### config.mk
export PLATFORM = sky130hd
export DESIGN_NAME = mem_port_arbiter
export DESIGN_NICKNAME = d
export VERILOG_FILES = /design/src/rtl/mem_port_arbiter.sv
export SDC_FILE = /design/constraint.sdc
export NUM_CORES = 1
export LEC_CHECK = 0
export ABC_AREA = 0
export ABC_CLOCK_PERIOD_IN_PS = 2400
export BUFFER_PORTS_ARGS = -buffer_cell sky130_fd_sc_hd__buf_2
export CORE_MARGIN = 3
export CORE_UTILIZATION = 35
export CTS_CLUSTER_DIAMETER = 150
export DETAILED_ROUTE_END_ITERATION = 16
export PLACE_DENSITY = 0.66
export SETUP_SLACK_MARGIN = 0.5
export SYNTH_ARGS = -nofsm -noshare
export SYNTH_HDL_FRONTEND = slang
export SYNTH_SLANG_ARGS = --single-unit
### constraint.sdc
create_clock -name clk -period 2.4 [get_ports clk]
set_input_delay 0.12 -clock clk [delete_from_list [all_inputs] [get_ports clk]]
set_output_delay 0.12 -clock clk [all_outputs]
set_load 0.05 [all_outputs]
### src/rtl/mem_port_arbiter.sv
// mem_port_arbiter
//   Shares one external word-wide memory port between the RC4 decrypt core and the
//   Sobel edge-detect core. Each requester presents {mode, pix_num, wdata}. The arbiter
//   grants one requester (round robin on a tie), adds that requester's base address and
//   drives the memory port until mem_ack_i arrives or the timeout expires. It then
//   returns rdata_o together with a 1-cycle dfb pulse to the granted requester.
//
// Ports
//   clk, n_rst_i                     clock, synchronous active-low reset
//   rc4_mode_i/pix_num_i/wdata_i     RC4 request (mode 01 read, 10 write, else idle)
//   sob_mode_i/pix_num_i/wdata_i     Sobel request, same encoding
//   rc4_dfb_o, sob_dfb_o             1-cycle completion pulses
//   rdata_o                          read data, valid while either dfb is high
//   err_o                            high with dfb when the transaction timed out
//   mem_mode_o/addr_o/wdata_o        memory command, held for the whole BUSY state
//   mem_rdata_i, mem_ack_i           memory read data and completion strobe
//
// Every output is a flop, so no input reaches an output combinationally.
module mem_port_arbiter #(
    parameter logic [19:0] RC4_BASE    = 20'h00000,
    parameter logic [19:0] SOB_BASE    = 20'h80000,
    parameter int unsigned TIMEOUT_CYC = 255
) (
    input  logic        clk,
    input  logic        n_rst_i,
    input  logic [1:0]  rc4_mode_i,
    input  logic [19:0] rc4_pix_num_i,
    input  logic [31:0] rc4_wdata_i,
    output logic        rc4_dfb_o,
    input  logic [1:0]  sob_mode_i,
    input  logic [19:0] sob_pix_num_i,
    input  logic [31:0] sob_wdata_i,
    output logic        sob_dfb_o,
    output logic [31:0] rdata_o,
    output logic [1:0]  mem_mode_o,
    output logic [19:0] mem_addr_o,
    output logic [31:0] mem_wdata_o,
    input  logic [31:0] mem_rdata_i,
    input  logic        mem_ack_i,
    output logic        err_o
);

    localparam logic [1:0] ModeRead  = 2'b01;
    localparam logic [1:0] ModeWrite = 2'b10;
    // Last BUSY cycle before abort; BUSY lasts TIMEOUT_CYC cycles at most.
    localparam logic [7:0] TimeoutLast = 8'(TIMEOUT_CYC - 1);

    typedef enum logic [1:0] {StIdle, StBusy, StDone} state_e;

    state_e      state_q;
    logic        last_grant_q;  // 1: Sobel was granted last
    logic        grant_sob_q;   // requester owning the current transaction
    logic [7:0]  timer_q;

    logic        rc4_valid;
    logic        sob_valid;
    logic        pick_sob;

    always_comb begin
        rc4_valid = (rc4_mode_i == ModeRead) || (rc4_mode_i == ModeWrite);
        sob_valid = (sob_mode_i == ModeRead) || (sob_mode_i == ModeWrite);
        // On a tie, serve whoever was not granted last.
        pick_sob  = sob_valid && (!rc4_valid || !last_grant_q);
    end

    always_ff @(posedge clk) begin
        if (!n_rst_i) begin
            state_q      <= StIdle;
            last_grant_q <= 1'b1;
            grant_sob_q  <= 1'b0;
            timer_q      <= '0;
            rc4_dfb_o    <= 1'b0;
            sob_dfb_o    <= 1'b0;
            rdata_o      <= '0;
            err_o        <= 1'b0;
            mem_mode_o   <= '0;
            mem_addr_o   <= '0;
            mem_wdata_o  <= '0;
        end else begin
            case (state_q)
                StIdle: begin
                    if (rc4_valid || sob_valid) begin
                        grant_sob_q  <= pick_sob;
                        last_grant_q <= pick_sob;
                        timer_q      <= '0;
                        state_q      <= StBusy;
                        if (pick_sob) begin
                            mem_mode_o  <= sob_mode_i;
                            mem_addr_o  <= SOB_BASE + sob_pix_num_i;
                            mem_wdata_o <= sob_wdata_i;
                        end else begin
                            mem_mode_o  <= rc4_mode_i;
                            mem_addr_o  <= RC4_BASE + rc4_pix_num_i;
                            mem_wdata_o <= rc4_wdata_i;
                        end
                    end
                end

                StBusy: begin
                    timer_q <= timer_q + 8'd1;
                    // Ack takes priority over a coincident timeout.
                    if (mem_ack_i || (timer_q == TimeoutLast)) begin
                        if (mem_ack_i) begin
                            rdata_o <= (mem_mode_o == ModeRead) ? mem_rdata_i : '0;
                            err_o   <= 1'b0;
                        end else begin
                            rdata_o <= '0;
                            err_o   <= 1'b1;
                        end
                        rc4_dfb_o   <= !grant_sob_q;
                        sob_dfb_o   <= grant_sob_q;
                        mem_mode_o  <= '0;
                        mem_addr_o  <= '0;
                        mem_wdata_o <= '0;
                        state_q     <= StDone;
                    end
                end

                StDone: begin
                    rc4_dfb_o <= 1'b0;
                    sob_dfb_o <= 1'b0;
                    err_o     <= 1'b0;
                    state_q   <= StIdle;
                end

                default: begin
                    state_q <= StIdle;
                end
            endcase
        end
    end

endmodule

==> results.sh <==
export IMPL_dpl_cell_area_sq_mm=0.00551
export IMPL_hpwlAfterDp_microns=9070
export IMPL_via_per_inst=4.94
export IMPL_synth_ff_type="dfxtp_1"
export IMPL_leakage_nw=2.74
export IMPL_mappedNetlistArea_sq_mm=0.00423
export IMPL_maxSlewHeadroom_pct=71.1
export IMPL_dr_total_vias=3874
export IMPL_die_y_microns=116
export IMPL_setup_worst_path_start_class="register"
export IMPL_cts_path_max_buffers=2
export IMPL_grt_pass1_vias=3652
export IMPL_synth_seq_cells=101
export IMPL_cp_max_fo=41
export IMPL_final_area_sq_mm=0.00592
export IMPL_tightest_slew_ps=432
export IMPL_cts_root_buf="clkbuf_16"
export IMPL_hold_viol=0
export IMPL_timing_fmax_ghz=0.562
export IMPL_areaGrowthSynthToFinish_pct=39.8
export IMPL_grt_pass1_wl_microns=17700
export IMPL_chipWidth_microns=116
export IMPL_dieArea_sq_mm=0.0135
export IMPL_core_area_sq_mm=0.0116
export IMPL_async_reset_ff_share_pct=0
export IMPL_outcome="completed"
export IMPL_fin_setup_tns_ps=0
export IMPL_vdd_ir_drop_worst_mv=0.381
export IMPL_finalNonFillerCells=784
export IMPL_utilization_pct=51.0
export IMPL_synth_distinct_cells=40
export IMPL_antenna_cells=0
export IMPL_yosysSeqAreaShare_pct=47.8
export IMPL_port_buffers=231
export IMPL_fin_crit_ps=1780
export IMPL_worst_ep_required_time_ps=2670
export IMPL_synthCells=406
export IMPL_drv_cap=0
export IMPL_initial_core_util_pct=36.5
export IMPL_h_tree_depth=3
export IMPL_gr_usage_all_layers_pct=16.3
export IMPL_wl_per_cell_microns=15.1
export IMPL_rows=39
export IMPL_clk_insertion_delay_late_ps=340
export IMPL_clk_pin_slew_worst_paths_ps=70
export IMPL_ant_nets=0
export IMPL_wl_microns=11900
export IMPL_ys_top_cells_by_area="dfxtp_1 48%, mux2i_1 19%, o2bb2ai_1 11%"
export IMPL_drt_pre_antenna_iters=4
export IMPL_grt_ovfl_total=0
export IMPL_antenna_found_initial=0
export IMPL_cts_tree="built"
export IMPL_slew_violations=0
export IMPL_cts_buffers=9
export IMPL_synth_top_area_share_pct=47.8
export IMPL_clock_skew_ps=10.9
export IMPL_route_detailed_drc=0
export IMPL_cts_sinks=101
export IMPL_yosys_warnings=0
export IMPL_syn_num_nets=551
export IMPL_dp_cells=758
export IMPL_finalWeightedCongestion=0.716
export IMPL_synth_edf_count=0
export IMPL_r2r_setup_slack_ps=620
export IMPL_critical_path_endpoint_type="register"
export IMPL_drt_initial_drc_count=164
export IMPL_syn_avg_cell_area_sq_um=10.4
export IMPL_nets=782
export IMPL_setup_viol=0
export IMPL_rsz0062_at_grt="false"
export IMPL_finalPower_w=0.00458
export IMPL_synth_top_area_cell="dfxtp_1"
export IMPL_drive_gt1_share_pct=42.6
export IMPL_crit_arrival_ps=2050
export IMPL_min_path_type="primary input to register"
export IMPL_grt_max_degree=55
export IMPL_worstSetupPathType="register to register"
export IMPL_timing_final_crit_share_pct=74.1
export IMPL_io_pins=232
export IMPL_pwr_density_cell_mw_per_mm2=774
## Yosys cell counts, drive strengths merged, types with 2 or more instances
cell and number:
dfxtp 101, mux2i 80, nand2 63, o2bb2ai 52
clkbuf 18, buf 14, nand3 11, a21oi 6
nand2b 6, a22o 5, inv 5, nor2 5
o21ai 4, and2 3, nand4 3, o21a 3
a21o 2, a221oi 2, a31oi 2, and3 2
ha 2, nand4b 2, xor2 2
## stage by stage
stage,hold slack (ps),worst slack [ps]
after detailed placement,341,499
after global routing,20.4,512
after global placement,335,588
final,18.5,621
after CTS,4.75,517
after floorplan,246,729
## where the power goes
part,switching (W),internal (W),leakage [nW]
Sequential,0.0000754,0.00181,0.825
Combinational,0.000812,0.000400,1.77
Clock,0.000659,0.000825,0.150
Total,0.00155,0.00304,2.74
## worst paths after layout
path	start	endpoint	depth (start not counted)
setup / recovery	timer_q[0]	mem_addr_o[15]	6
hold / removal	mem_rdata_i[5]	rdata_o[5]	3
setup reg to reg	timer_q[0]	mem_addr_o[15]	6
hold reg to reg	mem_wdata_o[19]	mem_wdata_o[19]	1
## registers in the layout, indices dropped and copies added (netlist names)
signal	count
sob_dfb_o	1
grant_sob_q	1
state_q	2
last_grant_q	1
mem_wdata_o	32
err_o	1
rdata_o	32
timer_q	8
mem_mode_o	2
rc4_dfb_o	1
mem_addr_o	20
## critical path, cell delays in order (launching register included)
cell	delay [ps]
dfxtp_1	370
inv_1	70
ha_1	210
a41o_4	300
a211oi_4	270
buf_6	320
o2bb2ai_1	160
## logic make-up after synthesis
family	after synthesis	synth area share, %
AND/OR/NAND/NOR	101	11.0
flip-flops	101	47.8
adder cells (fa/ha/maj)	2	0.591
buffers and inverters	37	4.67
XOR/XNOR	2	0.414
multiplexers	80	18.9
AO/OA/AOI/OAI	83	16.7
## layer usage
| metal | share of wire (%) | vias to the layer above | track usage, % | wire length (microns) |
|---|---|---|---|---|
| met4 | 0.95 | 0 | 4.18 | 113 |
| met2 | 47 | 161 | 27.5 | 5530 |
| met1 | 42 | 1765 | 20.3 | 5030 |
| li1 | - | 1939 | - | - |
| met5 | 0 | - | 0 | 0 |
| met3 | 10 | 9 | 5.33 | 1190 |
## cell usage in the layout, fill, tap and decap left out, types with 3 or more instances in the layout
master | Yosys | routed
nand2b_1 | 6 | 6
dfxtp_1 | 101 | 101
o2bb2ai_1 | 51 | 51
nor2_1 | 5 | 5
o21ai_0 | 4 | 4
a22o_1 | 5 | 5
nand4_1 | 3 | 3
buf_4 | 4 | 12
mux2i_1 | 80 | 80
buf_12 | 0 | 3
nand3_1 | 11 | 11
o21a_1 | 3 | 3
inv_1 | 5 | 5
buf_2 | 5 | 231
a21oi_1 | 6 | 6
nand2_1 | 63 | 63
clkbuf_16 | 0 | 9
dlygate4sd3_1 | 0 | 5
## cell type report
type                    count  area, sq um
fillers                  1083         5700
repair buffers            252         1370
well taps                 143          179
clock inverters             6         78.8
flip-flops and latches    101         2020
multi-input cells         268         2030
inverters                   5         18.8
clock buffers               9          225
## what timing repair did
action | CTS | global route
endpoints found under the hold margin | 5 | 0
gates resized for setup | 1 | 1
buffers inserted | 0 | 6
hold buffers | 5 | 0
endpoints found under the setup margin | 2 | 42
cloned | 0 | 0
Power figures use the tool's default switching activity.
